`src/rtl/pkg_tpu.sv`:
```
// Shared types and constants for the TPU lane bypass-slice sequencer.
//   seq_state_t : sequencer FSM states
//   seq_cmd_t   : latched vector command (source enables, bases, destination, length)
//   SEQ_*       : default widths and in-flight credit limit
package pkg_tpu;

   localparam int SEQ_IDX_W        = 8;
   localparam int SEQ_LEN_W        = 8;
   localparam int SEQ_MAX_INFLIGHT = 8;

   typedef enum logic [1:0] {
      IDLE  = 2'd0,
      RUN   = 2'd1,
      DRAIN = 2'd2
   } seq_state_t;

   // The field widths follow the package defaults. The top module narrows
   // or widens fields with explicit casts, so its parameters stay overridable.
   typedef struct packed {
      logic [2:0]           src_en;
      logic [SEQ_IDX_W-1:0] base1;
      logic [SEQ_IDX_W-1:0] base2;
      logic [SEQ_IDX_W-1:0] base3;
      logic [SEQ_IDX_W-1:0] dst;
      logic [SEQ_LEN_W-1:0] len;
   } seq_cmd_t;

endpackage

```
`src/rtl/credit_counter.sv`:
```
// Up/down counter of issued-but-not-retired elements.
//   clock, reset  : clock and synchronous active-high reset
//   inc_i         : one element issued this cycle
//   dec_i         : one element write-back retired this cycle
//   count_o       : current outstanding count
//   avail_o       : count below the credit limit MAX
//   next_zero_o   : count will be zero after this edge
//   underflow_o   : sticky flag, set by a retire with nothing outstanding
module credit_counter #(
   parameter int MAX = 8
) (
   input  logic                   clock,
   input  logic                   reset,
   input  logic                   inc_i,
   input  logic                   dec_i,
   output logic [$clog2(MAX):0]   count_o,
   output logic                   avail_o,
   output logic                   next_zero_o,
   output logic                   underflow_o
);

   localparam int CW = $clog2(MAX) + 1;

   logic [CW-1:0] count_q, count_d;
   logic          underflow_q, underflow_d;

   always_comb begin
      count_d     = count_q;
      underflow_d = underflow_q;
      if (inc_i && !dec_i) begin
         count_d = count_q + CW'(1);
      end else if (!inc_i && dec_i) begin
         // A retire with nothing outstanding is an error; the count pins at zero.
         if (count_q == '0) begin
            underflow_d = 1'b1;
         end else begin
            count_d = count_q - CW'(1);
         end
      end
   end

   always_ff @(posedge clock) begin
      if (reset) begin
         count_q     <= '0;
         underflow_q <= 1'b0;
      end else begin
         count_q     <= count_d;
         underflow_q <= underflow_d;
      end
   end

   assign count_o     = count_q;
   assign avail_o     = (count_q < CW'(MAX));
   assign next_zero_o = (count_d == '0);
   assign underflow_o = underflow_q;

endmodule

```
`src/rtl/bypass_slice_seq.sv`:
```
// Sequences one vector slice command through the bypass buffer / register-read
// path of a TPU lane, emitting one element (source and destination indices) per
// cycle. Issue is throttled by force-stall, buffer-full and an in-flight credit
// limit; a new command is held off until every write-back of the current one
// has retired.
//   clock, reset             : clock, synchronous active-high reset
//   I_Cmd_*, O_Cmd_Ready      : command handshake and fields
//   I_Stall, I_Full           : issue throttles
//   I_WB_Done                 : one element write-back retired
//   O_IdxK_V/O_IdxK (K=1..3)  : per-source read index and valid
//   O_Dst_V/O_Dst             : destination index, valid on every issue
//   O_Slice_Len               : command length tag on the first element only
//   O_Busy, O_Inflight        : status
//   O_Underflow               : sticky retire-without-outstanding error
module bypass_slice_seq
   import pkg_tpu::*;
#(
   parameter int WIDTH_IDX    = SEQ_IDX_W,
   parameter int WIDTH_LEN    = SEQ_LEN_W,
   parameter int MAX_INFLIGHT = SEQ_MAX_INFLIGHT
) (
   input  logic                          clock,
   input  logic                          reset,
   input  logic                          I_Cmd_Valid,
   output logic                          O_Cmd_Ready,
   input  logic [2:0]                    I_Cmd_Src_En,
   input  logic [WIDTH_IDX-1:0]          I_Cmd_Base1,
   input  logic [WIDTH_IDX-1:0]          I_Cmd_Base2,
   input  logic [WIDTH_IDX-1:0]          I_Cmd_Base3,
   input  logic [WIDTH_IDX-1:0]          I_Cmd_Dst,
   input  logic [WIDTH_LEN-1:0]          I_Cmd_Len,
   input  logic                          I_Stall,
   input  logic                          I_Full,
   input  logic                          I_WB_Done,
   output logic                          O_Idx1_V,
   output logic                          O_Idx2_V,
   output logic                          O_Idx3_V,
   output logic [WIDTH_IDX-1:0]          O_Idx1,
   output logic [WIDTH_IDX-1:0]          O_Idx2,
   output logic [WIDTH_IDX-1:0]          O_Idx3,
   output logic                          O_Dst_V,
   output logic [WIDTH_IDX-1:0]          O_Dst,
   output logic [WIDTH_LEN-1:0]          O_Slice_Len,
   output logic                          O_Busy,
   output logic [$clog2(MAX_INFLIGHT):0] O_Inflight,
   output logic                          O_Underflow
);

   seq_state_t           state_q, state_d;
   seq_cmd_t             cmd_q, cmd_d;
   logic [WIDTH_LEN-1:0] cnt_q, cnt_d;

   logic                 credit_avail;
   logic                 next_zero;
   logic                 issue;
   logic [WIDTH_LEN-1:0] len;
   logic [WIDTH_IDX-1:0] cnt_idx;
   logic [2:0][WIDTH_IDX-1:0] src_base;
   logic [2:0][WIDTH_IDX-1:0] src_idx;
   logic [2:0]                src_v;

   assign len     = WIDTH_LEN'(cmd_q.len);
   assign cnt_idx = WIDTH_IDX'(cnt_q);

   // A retire in the same cycle frees a credit, so a full window can still issue.
   assign issue = (state_q == RUN) && !I_Stall && !I_Full && (credit_avail || I_WB_Done);

   credit_counter #(
      .MAX (MAX_INFLIGHT)
   ) u_credit (
      .clock       (clock),
      .reset       (reset),
      .inc_i       (issue),
      .dec_i       (I_WB_Done),
      .count_o     (O_Inflight),
      .avail_o     (credit_avail),
      .next_zero_o (next_zero),
      .underflow_o (O_Underflow)
   );

   always_comb begin
      state_d = state_q;
      cmd_d   = cmd_q;
      cnt_d   = cnt_q;
      case (state_q)
         IDLE: begin
            if (I_Cmd_Valid) begin
               state_d      = RUN;
               cmd_d.src_en = I_Cmd_Src_En;
               cmd_d.base1  = SEQ_IDX_W'(I_Cmd_Base1);
               cmd_d.base2  = SEQ_IDX_W'(I_Cmd_Base2);
               cmd_d.base3  = SEQ_IDX_W'(I_Cmd_Base3);
               cmd_d.dst    = SEQ_IDX_W'(I_Cmd_Dst);
               cmd_d.len    = SEQ_LEN_W'(I_Cmd_Len);
               cnt_d        = '0;
            end
         end
         RUN: begin
            if (issue) begin
               cnt_d = cnt_q + WIDTH_LEN'(1);
               if (cnt_q == len) begin
                  state_d = DRAIN;
               end
            end
         end
         DRAIN: begin
            if (next_zero) begin
               state_d = IDLE;
            end
         end
         default: state_d = IDLE;
      endcase
   end

   always_ff @(posedge clock) begin
      if (reset) begin
         state_q <= IDLE;
         cmd_q   <= '0;
         cnt_q   <= '0;
      end else begin
         state_q <= state_d;
         cmd_q   <= cmd_d;
         cnt_q   <= cnt_d;
      end
   end

   assign src_base[0] = WIDTH_IDX'(cmd_q.base1);
   assign src_base[1] = WIDTH_IDX'(cmd_q.base2);
   assign src_base[2] = WIDTH_IDX'(cmd_q.base3);

   // Index adders wrap modulo 2^WIDTH_IDX; indices read as zero when idle.
   genvar gi;
   generate
      for (gi = 0; gi < 3; gi++) begin : g_src
         assign src_v[gi]   = issue && cmd_q.src_en[gi];
         assign src_idx[gi] = issue ? (src_base[gi] + cnt_idx) : '0;
      end
   endgenerate

   assign O_Idx1_V    = src_v[0];
   assign O_Idx2_V    = src_v[1];
   assign O_Idx3_V    = src_v[2];
   assign O_Idx1      = src_idx[0];
   assign O_Idx2      = src_idx[1];
   assign O_Idx3      = src_idx[2];
   assign O_Dst_V     = issue;
   assign O_Dst       = issue ? (WIDTH_IDX'(cmd_q.dst) + cnt_idx) : '0;
   assign O_Slice_Len = (issue && (cnt_q == '0)) ? len : '0;
   assign O_Cmd_Ready = (state_q == IDLE);
   assign O_Busy      = (state_q != IDLE);

endmodule

```
`config.mk`:
```
export PLATFORM = sky130hd
export DESIGN_NAME = bypass_slice_seq
export DESIGN_NICKNAME = d
export VERILOG_FILES = /design/src/rtl/pkg_tpu.sv /design/src/rtl/credit_counter.sv /design/src/rtl/bypass_slice_seq.sv
export SDC_FILE = /design/constraint.sdc
export NUM_CORES = 1
export LEC_CHECK = 0
export CAP_MARGIN = 20
export CORE_MARGIN = 1.5
export CORE_UTILIZATION = 25
export CTS_CLUSTER_SIZE = 8
export DETAILED_ROUTE_END_ITERATION = 12
export DONT_BUFFER_PORTS = 1
export GPL_TIMING_DRIVEN = 0
export SLEW_MARGIN = 5
export SYNTH_ARGS = -nofsm -noshare
export SYNTH_HDL_FRONTEND = slang
export SYNTH_HIERARCHICAL = 1
export SYNTH_SLANG_ARGS = --single-unit
```
`constraint.sdc`:
```
create_clock -name clock -period 3.4 [get_ports clock]
set_input_delay 0.51 -clock clock [delete_from_list [all_inputs] [get_ports clock]]
set_output_delay 0.51 -clock clock [all_outputs]
set_load 0.05 [all_outputs]
```
## After elaboration in Yosys (flattened, before gate mapping)

Cells that the tools add are included.

- Eq/ne operators: 7
- Muxes and demuxes: 16
- Reductions and logical operators: 24
- Bitwise gates (word level): 1
- $add $sub $neg: 7
- Order comparisons: 1

Operator list:

| operator | count |
|---|---|
| 8-bit two-way mux | 7 |
| 8-bit adder | 4 |
| 8-bit one-hot mux with 2 select lines | 1 |
| 4-bit two-way mux | 3 |
| 1-bit logical AND | 9 |
| 8-bit by 1-bit adder with 8-bit output, second input constant | 1 |
| 8-bit equality test | 1 |
| 4-bit zero test | 2 |
| 8-bit zero test | 1 |
| 2-bit two-way mux | 4 |
| 2-bit != test, second input constant | 3 |
| 2-bit one-hot mux with 3 select lines | 1 |
| 3-bit AND reduction | 2 |
| 4-bit by 1-bit adder with 4-bit output, second input constant | 1 |
| 1-bit zero test | 4 |
| 4-bit less-than comparator, second input constant | 1 |
| 4-bit AND reduction | 1 |
| 2-bit nonzero test | 2 |
| 4-bit by 1-bit subtractor with 4-bit output, second input constant | 1 |
| 2-bit by 1-bit equality test with 1-bit output, second input constant | 1 |
| 2-bit equality test, second input constant | 1 |
| 2-bit zero test | 1 |
| 2-bit by 1-bit != test with 1-bit output, second input constant | 1 |
| 2-bit AND reduction | 1 |
| other kinds (2) | 2 |

- Register bits after elaboration: 58
- Output and inout bits: 51

## Logic depth before layout (Yosys ltp)

- Word-level depth: 11
- Mapped depth: 13
- Depth with buffers taken out: 10

## Cells and area by module

Netlist, hierarchy kept.

Modules (own cells, without submodules):

| module | sequential area each (µm²) | cells an instance | times used | area each (µm²) |
|---|---|---|---|---|
| bypass_slice_seq | 1061.0 | 454 | 1 | 3483.3 |
| credit_counter | 100.1 | 40 | 1 | 381.6 |

## Worst setup path after synthesis

No wires, ideal clock.

- Path type: input -> output
- Start point: input I_Stall
- End point: output O_Dst[6]
- Arrival time: 2.899 ns
- Path slack: -0.009 ns
- Buffers on the path: 3
- Cell stages on the path: 6
- Path through: or4b_1 -> clkbuf_2 -> or2_4 -> buf_6 -> clkbuf_1 -> nor3b_1

- Cells in the longest elaborated chain, start to end: 5

Ends and longest elaborated chain:

| element | RTL line | RTL |
|---|---|---|
| start: declaration | bypass_slice_seq.sv:32 | `input logic I_Stall,` |
| 1-bit zero test | bypass_slice_seq.sv:66 | `assign issue = (state_q == RUN) && !I_Stall && !I_Full && (credit_avail \|\| I_WB_Done);` |
| 1-bit logical AND (3 in a row) | bypass_slice_seq.sv:66 |  |
| 8-bit two-way mux | bypass_slice_seq.sv:147 | `assign O_Dst = issue ? (WIDTH_IDX'(cmd_q.dst) + cnt_idx) : '0;` |
| end: declaration | bypass_slice_seq.sv:42 | `output logic [WIDTH_IDX-1:0] O_Dst,` |

No other way between the ends.

## Worst setup path after layout

- Start point: register cnt_q[0], in the netlist cnt_idx[0]
- End point: output O_Idx3[6]

- Cells in the longest elaborated chain, start to end: 2

Ends and longest elaborated chain:

| element | RTL line | RTL |
|---|---|---|
| start: declaration | bypass_slice_seq.sv:51 | `logic [WIDTH_LEN-1:0] cnt_q, cnt_d;` |
| start signal: assignment | bypass_slice_seq.sv:123 | `cnt_q <= cnt_d;` |
| 8-bit adder | bypass_slice_seq.sv:136 | `assign src_idx[gi] = issue ? (src_base[gi] + cnt_idx) : '0;` |
| 8-bit two-way mux | bypass_slice_seq.sv:136 |  |
| end: declaration | bypass_slice_seq.sv:40 | `output logic [WIDTH_IDX-1:0] O_Idx3,` |

No other way between the ends.

==> run_results.csv <==
group,metric,value,unit
run_status,outcome,"complete, no violations",
die,die_w,127,um
route,initialDrtViolationCount,211,
route,vias,3452,
placement,placedCellCount,684,
worst_hold_path,hp-class,"primary input to register",
route,wl_met3,741,um
synthesis,synthCells,494,
clocking,cts_inserted_buffers,9,
layout,postLayoutCoreUtil,29.7,%
sta,fin_skew,4.17,ps
sta,tightest_slew,940,ps
layout,final-seq-area,1160,sq um
layout,syn2layout_area_growth,16.4,%
sta,min_period,3250,ps
die,fp.dieArea,16200,sq um
sta,rsz0062_at_grt,"yes",
global_routing,grt_antenna_before_repair,0,
clocking,hold_buffers,0,
power,cellPowerDensity,482,nW/um^2
layout,nFillCells,1635,
global_routing,grtUsageTotal,14.5,%
clocking,clock_latency,330,ps
clocking,cts_root_buf,"clkbuf_16",
worst_setup_path,startpoint,"cnt_idx[0]$_SDFFE_PP0P_",
die,rows,45,
route,wl_met2,5.06,mm
sta,finalHoldViolCount,0,
route,ant_nets,0,
layout,multiInputGateArea,2660,sq um
synthesis,synth.avg_cell_area,7.82,sq um
clocking,h-tree-depth,3,
global_routing,grt_max_degree,20,
route,avgRoutedWirePerCell,16.5,um
sta,timing.final.crit_share,95.6,%
die,core_region_area,15100,sq um
worst_setup_path,rr_startpoint,"state_q[1]$_SDFFE_PP0P_",
worst_setup_path,endpoint,"O_Idx3[6]",
job,maxCapViolations,0,
placement,dp_hpwl,8.67,mm
synthesis,ys_warn_count,6,
clocking,clk_path_buf_depth,2,
synthesis,ys.flop_type,"dfxtp_1",
die,io_pins,100,
layout,antenna_cells,0,
route,first_pass_iters,4,
global_routing,grt_overflow,0,
power,total_power,2.17,mW
die,die_h,127,um
sta,setup_violations,0,
clocking,path_clk_slew,50,ps
clocking,cts_tree,"yes",
layout,final_cells,697,
synthesis,synth_cell_types,52,
worst_setup_path,start_kind,"register",
placement,routabilityCongestion,0.835,
global_routing,grt_pass1_wl,17.9,mm
synthesis,syn_area,3860,sq um
layout,drive_gt1_share,11.0,%
global_routing,first_global_vias,3341,
synthesis,seq_area_frac_synth,30.0,%
sta,timing.slew.headroom,37.1,%
clocking,cts_sinks,58,
sta,fmax,0.308,GHz
synthesis,synth-seq-cells,58,
route,maxUsedRoutingLayer,"met4",
worst_setup_path,ff2ff_setup_slack,220,ps
synthesis,synth_edf_count,0,
synthesis,async_flop_share,0,%
worst_setup_path,cp-end-kind,"output port",
sta,drv_slew,0,
die,initial_utilization,25.5,%
placement,port_buffers,0,
clocking,postCtsSetupBuffers,0,
power,irDropWorstVdd,0.169,mV
worst_setup_path,r2r_end,"state_q[1]$_SDFFE_PP0P_",
route,wl_met1,5.29,mm
synthesis,syn_nets,579,
route,wl,11.5,mm
worst_setup_path,required,2890,ps
worst_setup_path,path_class,"register to output port",
worst_setup_path,cp_max_fo,10,
worst_setup_path,reg2reg_depth,13,
layout,layout.nets,592,
route,post-route-drc-count,0,
power,power_leakage,1.79,nW
worst_setup_path,critPathArrivalTime,2740,ps
route,vias_per_cell,4.95,
-- logic make-up (layout without fill, tap and decap cells) --
group	after synthesis	count (layout)	synth area share [%]
fa+ha+maj	36	36	12.4
xor+xnor	22	22	4.99
buf+inv	35	50	3.82
simple gates	223	223	28.1
mux	4	4	1.36
flops	58	58	30.0
compound gates	116	116	19.3
-- cell type report --
type,instances,share of cell area [%]
Buffer,24,2.64
Tap cell,188,5.23
Clock buffer,13,5.78
Timing Repair Buffer,3,0.500
Inverter,10,0.834
Sequential cell,58,25.9
Multi-Input combinational cell,401,59.2
-- worst max-delay path, cell delays in order, from the launching register on --
cell      delay, ps
dfxtp_2         410
ha_1            260
fa_1            440
a211oi_1        320
o21ai_0         180
nand3_1         100
nor3b_2         700
-- flip-flops by register name, indices dropped and copies added (netlist names) --
register / flops
cnt_idx: 8
len: 8
state_q: 2
cmd_q: 35
u_credit/underflow_o: 1
u_credit/count_o: 4
-- power breakdown --
part           switching, mW  leakage, nW  internal (mW)
registers              0.141        0.476          0.741
clock network          0.292        0.128          0.519
logic                  0.278         1.18          0.200
total                  0.711         1.79           1.46
-- metrics by stage --
stage / setup WS [ps] / setup TNS, ps / hold slack (ps) / cell area, sq um
floorplan: -8.58 / -17.2 / 432 / 3860
global placement: -430 / -3590 / 437 / 4100
detailed placement: -309 / -1400 / 443 / 4150
CTS: 3.20 / 0 / 231 / 4450
global route: -28.1 / -37.5 / 233 / 4500
finish: 150 / 0 / 247 / 4500
-- worst min-delay path by stage --
stage | start | to | slack, ps | depth (start not counted)
after floorplan | cmd_q[40]$_SDFFE_PP0P_ | cmd_q[40]$_SDFFE_PP0P_ | 430 | 2
after global placement | cmd_q[42]$_SDFFE_PP0P_ | cmd_q[42]$_SDFFE_PP0P_ | 440 | 2
after detailed placement | cmd_q[42]$_SDFFE_PP0P_ | cmd_q[42]$_SDFFE_PP0P_ | 440 | 2
after CTS | reset | u_credit/count_o[0]$_SDFF_PP0_ | 230 | 1
after global routing | reset | u_credit/count_o[1]$_SDFF_PP0_ | 230 | 1
final | reset | u_credit/count_o[2]$_SDFF_PP0_ | 250 | 1
-- layout by cell type (no fill, tap or decap), types with 10 or more instances in the layout --
master / instances
a211oi_1: 16
and2_1: 12
ha_1: 32
dfxtp_1: 56
nand2_1: 107
inv_1: 10
clkbuf_1: 20
nor2_1: 26
xnor2_1: 18
a21oi_1: 50
-- per-layer routing --
metal	GRT usage (%)	vias up
li1	-	1765
met3	3.85	24
met2	22.6	88
met1	18.4	1575
met5	0	-
met4	7.82	0
-- cells in the mapped netlist (5+ instances only) --
master    number  area, sq um
a211oi_1      16          120
a21o_1         8         60.1
a21oi_1       50          250
and2_1        20          125
clkbuf_1      19         71.3
dfxtp_1       58         1160
ha_1          32          400
inv_1         10         37.5
nand2_1      109          409
nor2_1        31          116
nor3_1         9         45.0
nor3b_1        5         37.5
nor4_1         8         50.1
o211ai_1       8         60.1
o21a_1         6         45.0
o21ai_0        8         40.0
or4_1          9         67.6
xnor2_1       18          158
-- timing repair --
action | 4_1_cts | 5_1_grt
gates resized for setup | 13 | 17
endpoints found under the setup margin | 22 | 20
gates cloned | 0 | 0
Power figures use the tool's default switching activity.
